## src/rtl/reflet_boot_pkg.sv

```systemverilog
// Shared state type and default image header for the ROM boot loader.
package reflet_boot_pkg;

    typedef enum logic [2:0] {
        IDLE,
        CHECK,
        COPY,
        DONE,
        ERROR
    } boot_state_t;

    localparam logic [31:0] DEFAULT_MAGIC = 32'h4153524D;

    // Header byte idx of the magic word; byte 0 lives in bits 31:24.
    function automatic logic [7:0] magic_byte(input logic [31:0] magic, input logic [1:0] idx);
        return magic[31 - 8*idx -: 8];
    endfunction

endpackage

```

## src/rtl/rom_boot_loader_if.sv

```systemverilog
// ROM read port and RAM write port of the boot loader, bundled as one bus.
interface rom_boot_loader_if #(
    parameter int ROM_AW = 7,
    parameter int RAM_AW = 8
);

    logic              rom_enable_out;
    logic [ROM_AW-1:0] rom_addr;
    logic [7:0]        rom_data;
    logic [RAM_AW-1:0] ram_addr;
    logic [7:0]        ram_data;
    logic              ram_we;
    logic              ram_wait;

    modport master (
        output rom_enable_out, rom_addr, ram_addr, ram_data, ram_we,
        input  rom_data, ram_wait
    );

    modport slave (
        input  rom_enable_out, rom_addr, ram_addr, ram_data, ram_we,
        output rom_data, ram_wait
    );

endinterface

```

## src/rtl/rom_boot_loader.sv

```systemverilog
// Checks the ROM image header, copies the ROM payload into RAM and then
// releases the CPU reset; a header mismatch parks the block in ERROR.
module rom_boot_loader
    import reflet_boot_pkg::*;
#(
    parameter int          ROM_AW   = 7,
    parameter int          RAM_AW   = 8,
    parameter int          RAM_BASE = 0,
    parameter logic [31:0] MAGIC    = DEFAULT_MAGIC
) (
    input  logic              clk,
    input  logic              reset,
    input  logic              start,
    rom_boot_loader_if.master bus,
    output logic              cpu_reset,
    output logic              done,
    output logic              error
);

    localparam logic [ROM_AW-1:0] ROM_LAST  = {ROM_AW{1'b1}};
    localparam logic [RAM_AW-1:0] RAM_START = RAM_AW'(RAM_BASE);

    boot_state_t       state, state_d;
    logic              rom_en_q, rom_en_d;
    logic [ROM_AW-1:0] rom_addr_q, rom_addr_d;
    logic              ram_we_q, ram_we_d;
    logic [RAM_AW-1:0] ram_addr_q, ram_addr_d;
    logic [7:0]        ram_data_q, ram_data_d;
    logic [1:0]        hdr_idx_q, hdr_idx_d;
    logic              rd_valid_q, rd_valid_d;
    logic              skid_valid_q, skid_valid_d;
    logic [7:0]        skid_data_q, skid_data_d;
    logic              issue;
    logic              stall;

    assign bus.rom_enable_out = rom_en_q;
    assign bus.rom_addr       = rom_addr_q;
    assign bus.ram_we         = ram_we_q;
    assign bus.ram_addr       = ram_addr_q;
    assign bus.ram_data       = ram_data_q;

    assign stall = ram_we_q && bus.ram_wait;

    always_ff @(posedge clk) begin
        if (!reset) begin
            state        <= IDLE;
            rom_en_q     <= 1'b0;
            rom_addr_q   <= '0;
            ram_we_q     <= 1'b0;
            ram_addr_q   <= RAM_START;
            ram_data_q   <= 8'h00;
            hdr_idx_q    <= 2'd0;
            rd_valid_q   <= 1'b0;
            skid_valid_q <= 1'b0;
            skid_data_q  <= 8'h00;
            cpu_reset    <= 1'b0;
            done         <= 1'b0;
            error        <= 1'b0;
        end else begin
            state        <= state_d;
            rom_en_q     <= rom_en_d;
            rom_addr_q   <= rom_addr_d;
            ram_we_q     <= ram_we_d;
            ram_addr_q   <= ram_addr_d;
            ram_data_q   <= ram_data_d;
            hdr_idx_q    <= hdr_idx_d;
            rd_valid_q   <= rd_valid_d;
            skid_valid_q <= skid_valid_d;
            skid_data_q  <= skid_data_d;
            cpu_reset    <= (state_d == DONE);
            done         <= (state_d == DONE);
            error        <= (state_d == ERROR);
        end
    end

    // rd_valid marks rom_data as a fresh byte for an address that was issued
    // (advanced past) last cycle; the skid keeps that byte when a stall hits,
    // because the held ROM address overwrites rom_data on the next edge.
    always_comb begin
        state_d      = state;
        rom_en_d     = rom_en_q;
        rom_addr_d   = rom_addr_q;
        ram_we_d     = ram_we_q;
        ram_addr_d   = ram_addr_q;
        ram_data_d   = ram_data_q;
        hdr_idx_d    = hdr_idx_q;
        rd_valid_d   = 1'b0;
        skid_valid_d = skid_valid_q;
        skid_data_d  = skid_data_q;
        issue        = 1'b0;

        case (state)
            IDLE: begin
                rom_en_d   = 1'b0;
                ram_we_d   = 1'b0;
                rom_addr_d = '0;
                hdr_idx_d  = 2'd0;
                if (start) begin
                    state_d  = CHECK;
                    rom_en_d = 1'b1;
                end
            end

            CHECK: begin
                issue = 1'b1;
                if (rd_valid_q) begin
                    if (bus.rom_data != magic_byte(MAGIC, hdr_idx_q)) begin
                        state_d  = ERROR;
                        issue    = 1'b0;
                        rom_en_d = 1'b0;
                    end else begin
                        hdr_idx_d = hdr_idx_q + 2'd1;
                        if (hdr_idx_q == 2'd3) begin
                            state_d = COPY;
                        end
                    end
                end
            end

            COPY: begin
                if (stall) begin
                    if (rd_valid_q && !skid_valid_q) begin
                        skid_valid_d = 1'b1;
                        skid_data_d  = bus.rom_data;
                    end
                end else begin
                    issue = rom_en_q;
                    if (ram_we_q) begin
                        ram_addr_d = ram_addr_q + RAM_AW'(1);
                    end
                    ram_we_d = skid_valid_q || rd_valid_q;
                    if (skid_valid_q) begin
                        ram_data_d = skid_data_q;
                    end else if (rd_valid_q) begin
                        ram_data_d = bus.rom_data;
                    end
                    skid_valid_d = 1'b0;
                    if (!rom_en_q && !rd_valid_q && !skid_valid_q) begin
                        state_d = DONE;
                    end
                end
            end

            DONE, ERROR: begin
                rom_en_d = 1'b0;
                ram_we_d = 1'b0;
            end

            default: begin
                state_d = IDLE;
            end
        endcase

        // The address counter stops at the last ROM byte instead of wrapping.
        if (issue) begin
            rd_valid_d = 1'b1;
            if (rom_addr_q == ROM_LAST) begin
                rom_en_d = 1'b0;
            end else begin
                rom_addr_d = rom_addr_q + ROM_AW'(1);
            end
        end
    end

endmodule

```

## src/flat_wrapper.sv

```systemverilog
// flat-port wrapper written by rule: the top's interface ports become plain ports
module rom_boot_loader_flat import reflet_boot_pkg::*;
#(
    parameter int          ROM_AW   = 7,
    parameter int          RAM_AW   = 8,
    parameter int          RAM_BASE = 0,
    parameter logic [31:0] MAGIC    = DEFAULT_MAGIC
)
  (clk, reset, start, cpu_reset, done, error, bus_rom_enable_out, bus_rom_addr, bus_ram_addr, bus_ram_data, bus_ram_we, bus_rom_data, bus_ram_wait);
  rom_boot_loader_if #(.ROM_AW(ROM_AW), .RAM_AW(RAM_AW)) bus_i ();
  input  logic clk;
  input  logic reset;
  input  logic start;
  output logic cpu_reset;
  output logic done;
  output logic error;
  output wire logic [$bits(bus_i.rom_enable_out)-1:0] bus_rom_enable_out;
  output wire logic [$bits(bus_i.rom_addr)-1:0] bus_rom_addr;
  output wire logic [$bits(bus_i.ram_addr)-1:0] bus_ram_addr;
  output wire logic [$bits(bus_i.ram_data)-1:0] bus_ram_data;
  output wire logic [$bits(bus_i.ram_we)-1:0] bus_ram_we;
  input wire logic [$bits(bus_i.rom_data)-1:0] bus_rom_data;
  input wire logic [$bits(bus_i.ram_wait)-1:0] bus_ram_wait;
  assign bus_rom_enable_out = bus_i.rom_enable_out;
  assign bus_rom_addr = bus_i.rom_addr;
  assign bus_ram_addr = bus_i.ram_addr;
  assign bus_ram_data = bus_i.ram_data;
  assign bus_ram_we = bus_i.ram_we;
  assign bus_i.rom_data = bus_rom_data;
  assign bus_i.ram_wait = bus_ram_wait;
  rom_boot_loader #(.ROM_AW(ROM_AW), .RAM_AW(RAM_AW), .RAM_BASE(RAM_BASE), .MAGIC(MAGIC)) u_core (.clk(clk), .reset(reset), .start(start), .bus(bus_i), .cpu_reset(cpu_reset), .done(done), .error(error));
endmodule
```

## config.mk

```make
export PLATFORM = sky130hd
export DESIGN_NAME = rom_boot_loader_flat
export DESIGN_NICKNAME = d
export VERILOG_FILES = /design/src/rtl/reflet_boot_pkg.sv /design/src/rtl/rom_boot_loader_if.sv /design/src/rtl/rom_boot_loader.sv /design/src/flat_wrapper.sv
export SDC_FILE = /design/constraint.sdc
export NUM_CORES = 1
export LEC_CHECK = 0
export CAP_MARGIN = 15
export CELL_PAD_IN_SITES_DETAIL_PLACEMENT = 2
export CELL_PAD_IN_SITES_GLOBAL_PLACEMENT = 2
export CORE_MARGIN = 2
export CORE_UTILIZATION = 31
export CTS_CLUSTER_DIAMETER = 50
export CTS_CLUSTER_SIZE = 12
export DETAILED_ROUTE_END_ITERATION = 8
export PLACE_DENSITY_LB_ADDON = 0.1
export SKIP_LAST_GASP = 1
export SYNTH_ARGS = -nofsm -noshare
export SYNTH_HDL_FRONTEND = slang
export SYNTH_SLANG_ARGS = --single-unit
export TNS_END_PERCENT = 30
```

## constraint.sdc

```tcl
create_clock -name clk -period 2.7 [get_ports clk]
set_input_delay 0.27 -clock clk [delete_from_list [all_inputs] [get_ports clk]]
set_output_delay 0.27 -clock clk [all_outputs]
set_load 0.01 [all_outputs]
```

==> results.ini <==
[run_status]
status = completed

[die]
row_count = 29
fp.dieW_um = 85.86
die_area_sq_um = 7371
start_util_pct = 32.34
fp.coreArea_sq_um = 6422
io_pins = 40
die_y_um = 85.86

[power_and_ir_drop]
peakVddDrop_uv = 222.8
p_seq_share_pct = 53.5
clkPwrFrac_pct = 37.2
leakage_nw = 0.8945
switching_share_pct = 25.76
p_int_mw = 0.8803
p_sw_mw = 0.3054
p_per_area_nw_per_um2 = 453.0
p_comb_share_pct = 9.3

[place]
dpl_cell_area_sq_um = 2522
dp_hpwl_um = 4082
io_buffers = 39
dpl.cell_count = 334
gp_congestion = 0.7308

[synthesis]
ys_async_sr_fraction_pct = 0
syn_avg_cell_area_sq_um = 9.070
synth_top_area_cell = dfxtp_1
synth_edf_count = 0
synthTopCellsByArea = dfxtp_1 40%, mux2i_1 10%, nor2_1 6.1%, a211oi_1 3.3%, nand3_1 3.1%
synth_seq_area_share_pct = 40.48
syn_nets = 245
ys_warn_count = 0
yosys_most_used_dff = dfxtp_1
synth_top_area_share_pct = 40.48
ys_types = 51
synth_area_sq_um = 2077
netlist_instances = 229
synth_seq_cells = 42

[timing]
worst_slew_pin_slew_ns = 0.6302
whs_ns = 0.4999
period_minus_slack_ns = 2.233
hold_viol_final = 0
slew_headroom_pct = 57.93
rsz0062_at_grt = false
setup_viol = 0
fmax_mhz = 447.9
finalMaxSlewViolations = 0
min_period_over_period_pct = 82.69
tns_ns = 0
finalClockSkew_ns = 0.004880

[detailed_routing]
dr.pass1.iters = 6
via_per_inst = 5.149
routed_wirelength_um = 5488
ant_nets = 0
drc = 0
first_iter_violations = 30
vias = 1761
wl_per_cell_um = 16.05

[global_route]
grt_max_degree = 25
grt_usage_pct = 15.89
grt_pass1_wl_um = 9246
grt-ovfl-total = 0
grt_pass1_vias = 1816
antenna_found_initial = 0

[cts]
cts_setup_buffers = 0
cts_root_buf = clkbuf_8
cts_tree = done
cts.repair.resized = 0
htree_levels = 2
max-clock-path-buffers = 2
holdBufCountCts = 0
clock_latency_ns = 0.30
numCtsBuffers = 5
path_clk_slew_ns = 0.09
cts_sinks = 42

[critical_path]
startpoint_type = register
cp_top_family = compound AO/OA/AOI/OAI gates
critical-path-slowest-cell = o31ai_4
critPathMaxStageDelay_ns = 0.52
r2r-start = u_core.hdr_idx_q[0]
worstPathArrival_ns = 2.48
worstPathRequired_ns = 2.94
crit_path_start = u_core.hdr_idx_q[0]
worstPathCellList = inv_1 -> ha_1 -> and3b_1 -> o2111ai_2 -> o31ai_4 -> mux2_2 -> nor2_1
r2r_setup_slack_ns = 0.47
crit_type = reg2reg
crit_fanout = 10
cp-end-kind = register
crit_buf_inv = 1

[final_layout]
n_fill_cell = 717
design_area_sq_um = 2618
num_antenna_cells = 0
finish.utilization_pct = 40.76
instances_no_fill = 342
nNetsFinal = 280
drive_gt1_share_pct = 10.19
area_delta_synth_final_pct = 26.02

[worst_hold_path]
hold_path.startpoint = u_core.skid_data_q[0]
hp-class = reg2reg

[job]
cap_violations = 0

[metal layers]
layer | global-route usage, % | vias to the layer above | part of all wire [%]
met3 | 3.080 | 6 | 2.8
li1 | - | 887 | -
met1 | 21.37 | 841 | 50
met2 | 25.64 | 27 | 46
met5 | 0 | - | 0
met4 | 5.195 | 0 | 1.4
[cells by family (layout without fill, tap and decap cells)]
kind of cell | after synthesis | count (layout) | share of synthesized area [%]
compound gates | 38 | 38 | 14.58
xor+xnor | 9 | 9 | 3.795
fa+ha+maj | 4 | 4 | 2.410
buf+inv | 21 | 57 | 5.000
flops | 42 | 42 | 40.48
mux | 22 | 22 | 10.66
simple gates | 93 | 93 | 23.07
[flip-flops by register name, indices dropped and copies added (netlist names)]
signal / count
u_core.bus.ram_we: 1
u_core.bus.rom_addr: 7
u_core.bus.ram_addr: 8
u_core.bus.rom_enable_out: 1
u_core.skid_data_q: 8
u_core.rd_valid_q: 1
u_core.cpu_reset: 1
u_core.hdr_idx_q: 2
u_core.skid_valid_q: 1
u_core.state: 3
u_core.error: 1
u_core.bus.ram_data: 8
[stage by stage]
step / setup WS, ns / power (mW)
after floorplan: 0.7774 / 0.7131
after global placement: 0.4731 / 0.7596
after detailed placement: 0.4192 / 0.7611
after CTS: 0.4360 / 1.210
after global routing: 0.2937 / 1.243
final: 0.4674 / 1.186
[worst paths after layout]
path,cells past startpoint,endpoint
min reg2reg,2,u_core.skid_data_q[0]
max,7,u_core.bus.rom_addr[3]
max reg2reg,7,u_core.bus.rom_addr[3]
min,2,u_core.skid_data_q[0]
[cell usage in the layout, fill, tap and decap left out, types with 3 or more instances in the layout]
| cell | n |
|---|---|
| ha_1 | 4 |
| inv_1 | 4 |
| xnor2_1 | 3 |
| mux2i_1 | 21 |
| clkdlybuf4s50_1 | 39 |
| a211oi_1 | 9 |
| o21ai_0 | 4 |
| dfxtp_1 | 42 |
| clkbuf_8 | 6 |
| nand2_1 | 12 |
| nand4_1 | 5 |
| nor2_1 | 34 |
| or2_2 | 3 |
| and3_1 | 3 |
| xor2_1 | 6 |
| buf_4 | 5 |
| nor3_1 | 6 |
| a22oi_1 | 3 |
| nand3_1 | 13 |
| a21oi_1 | 6 |
[Yosys cell counts (all sizes together) (2+ instances only)]
cell type,instances
clkbuf,8
inv,4
and2,3
nor3b,2
nor2,35
nand3,13
o31ai,2
xor2,6
dfxtp,42
a311oi,2
mux2i,21
nand4,5
a31oi,2
buf,8
and3b,2
a211oi,9
xnor2,3
a21oi,6
o21a,2
or2,3
and3,4
nand2b,2
a41oi,2
ha,4
a22oi,3
o21ai,4
nand2,12
nor3,6
[power groups by stage]
stage / sequential (mW) / clock (mW) / combinational [mW]
3_3_place_gp: 0.649 / 0 / 0.110
6_report: 0.634 / 0.441 / 0.111
5_1_grt: 0.636 / 0.484 / 0.122
4_1_cts: 0.635 / 0.463 / 0.112
2_1_floorplan: 0.647 / 0 / 0.0663
3_5_place_dp: 0.649 / 0 / 0.112
[worst min-delay path: cells and delay by family (launching register included)]
kind             cells  cell delay, ns
DFF                  1            0.33
muxes                1            0.06
and+or+nand+nor      1            0.07
[area by class of cell]
type / instances / area, sq um / area share, %
Multi-Input combinational cell: 166 / 1139 / 43.50
Sequential cell: 42 / 840.8 / 32.12
Timing Repair Buffer: 44 / 427.9 / 16.35
Tap cell: 77 / 96.34 / 3.681
Clock buffer: 6 / 82.58 / 3.155
Inverter: 5 / 18.77 / 0.7170
Clock inverter: 2 / 12.51 / 0.4780
(Power assumes the default switching activity.)
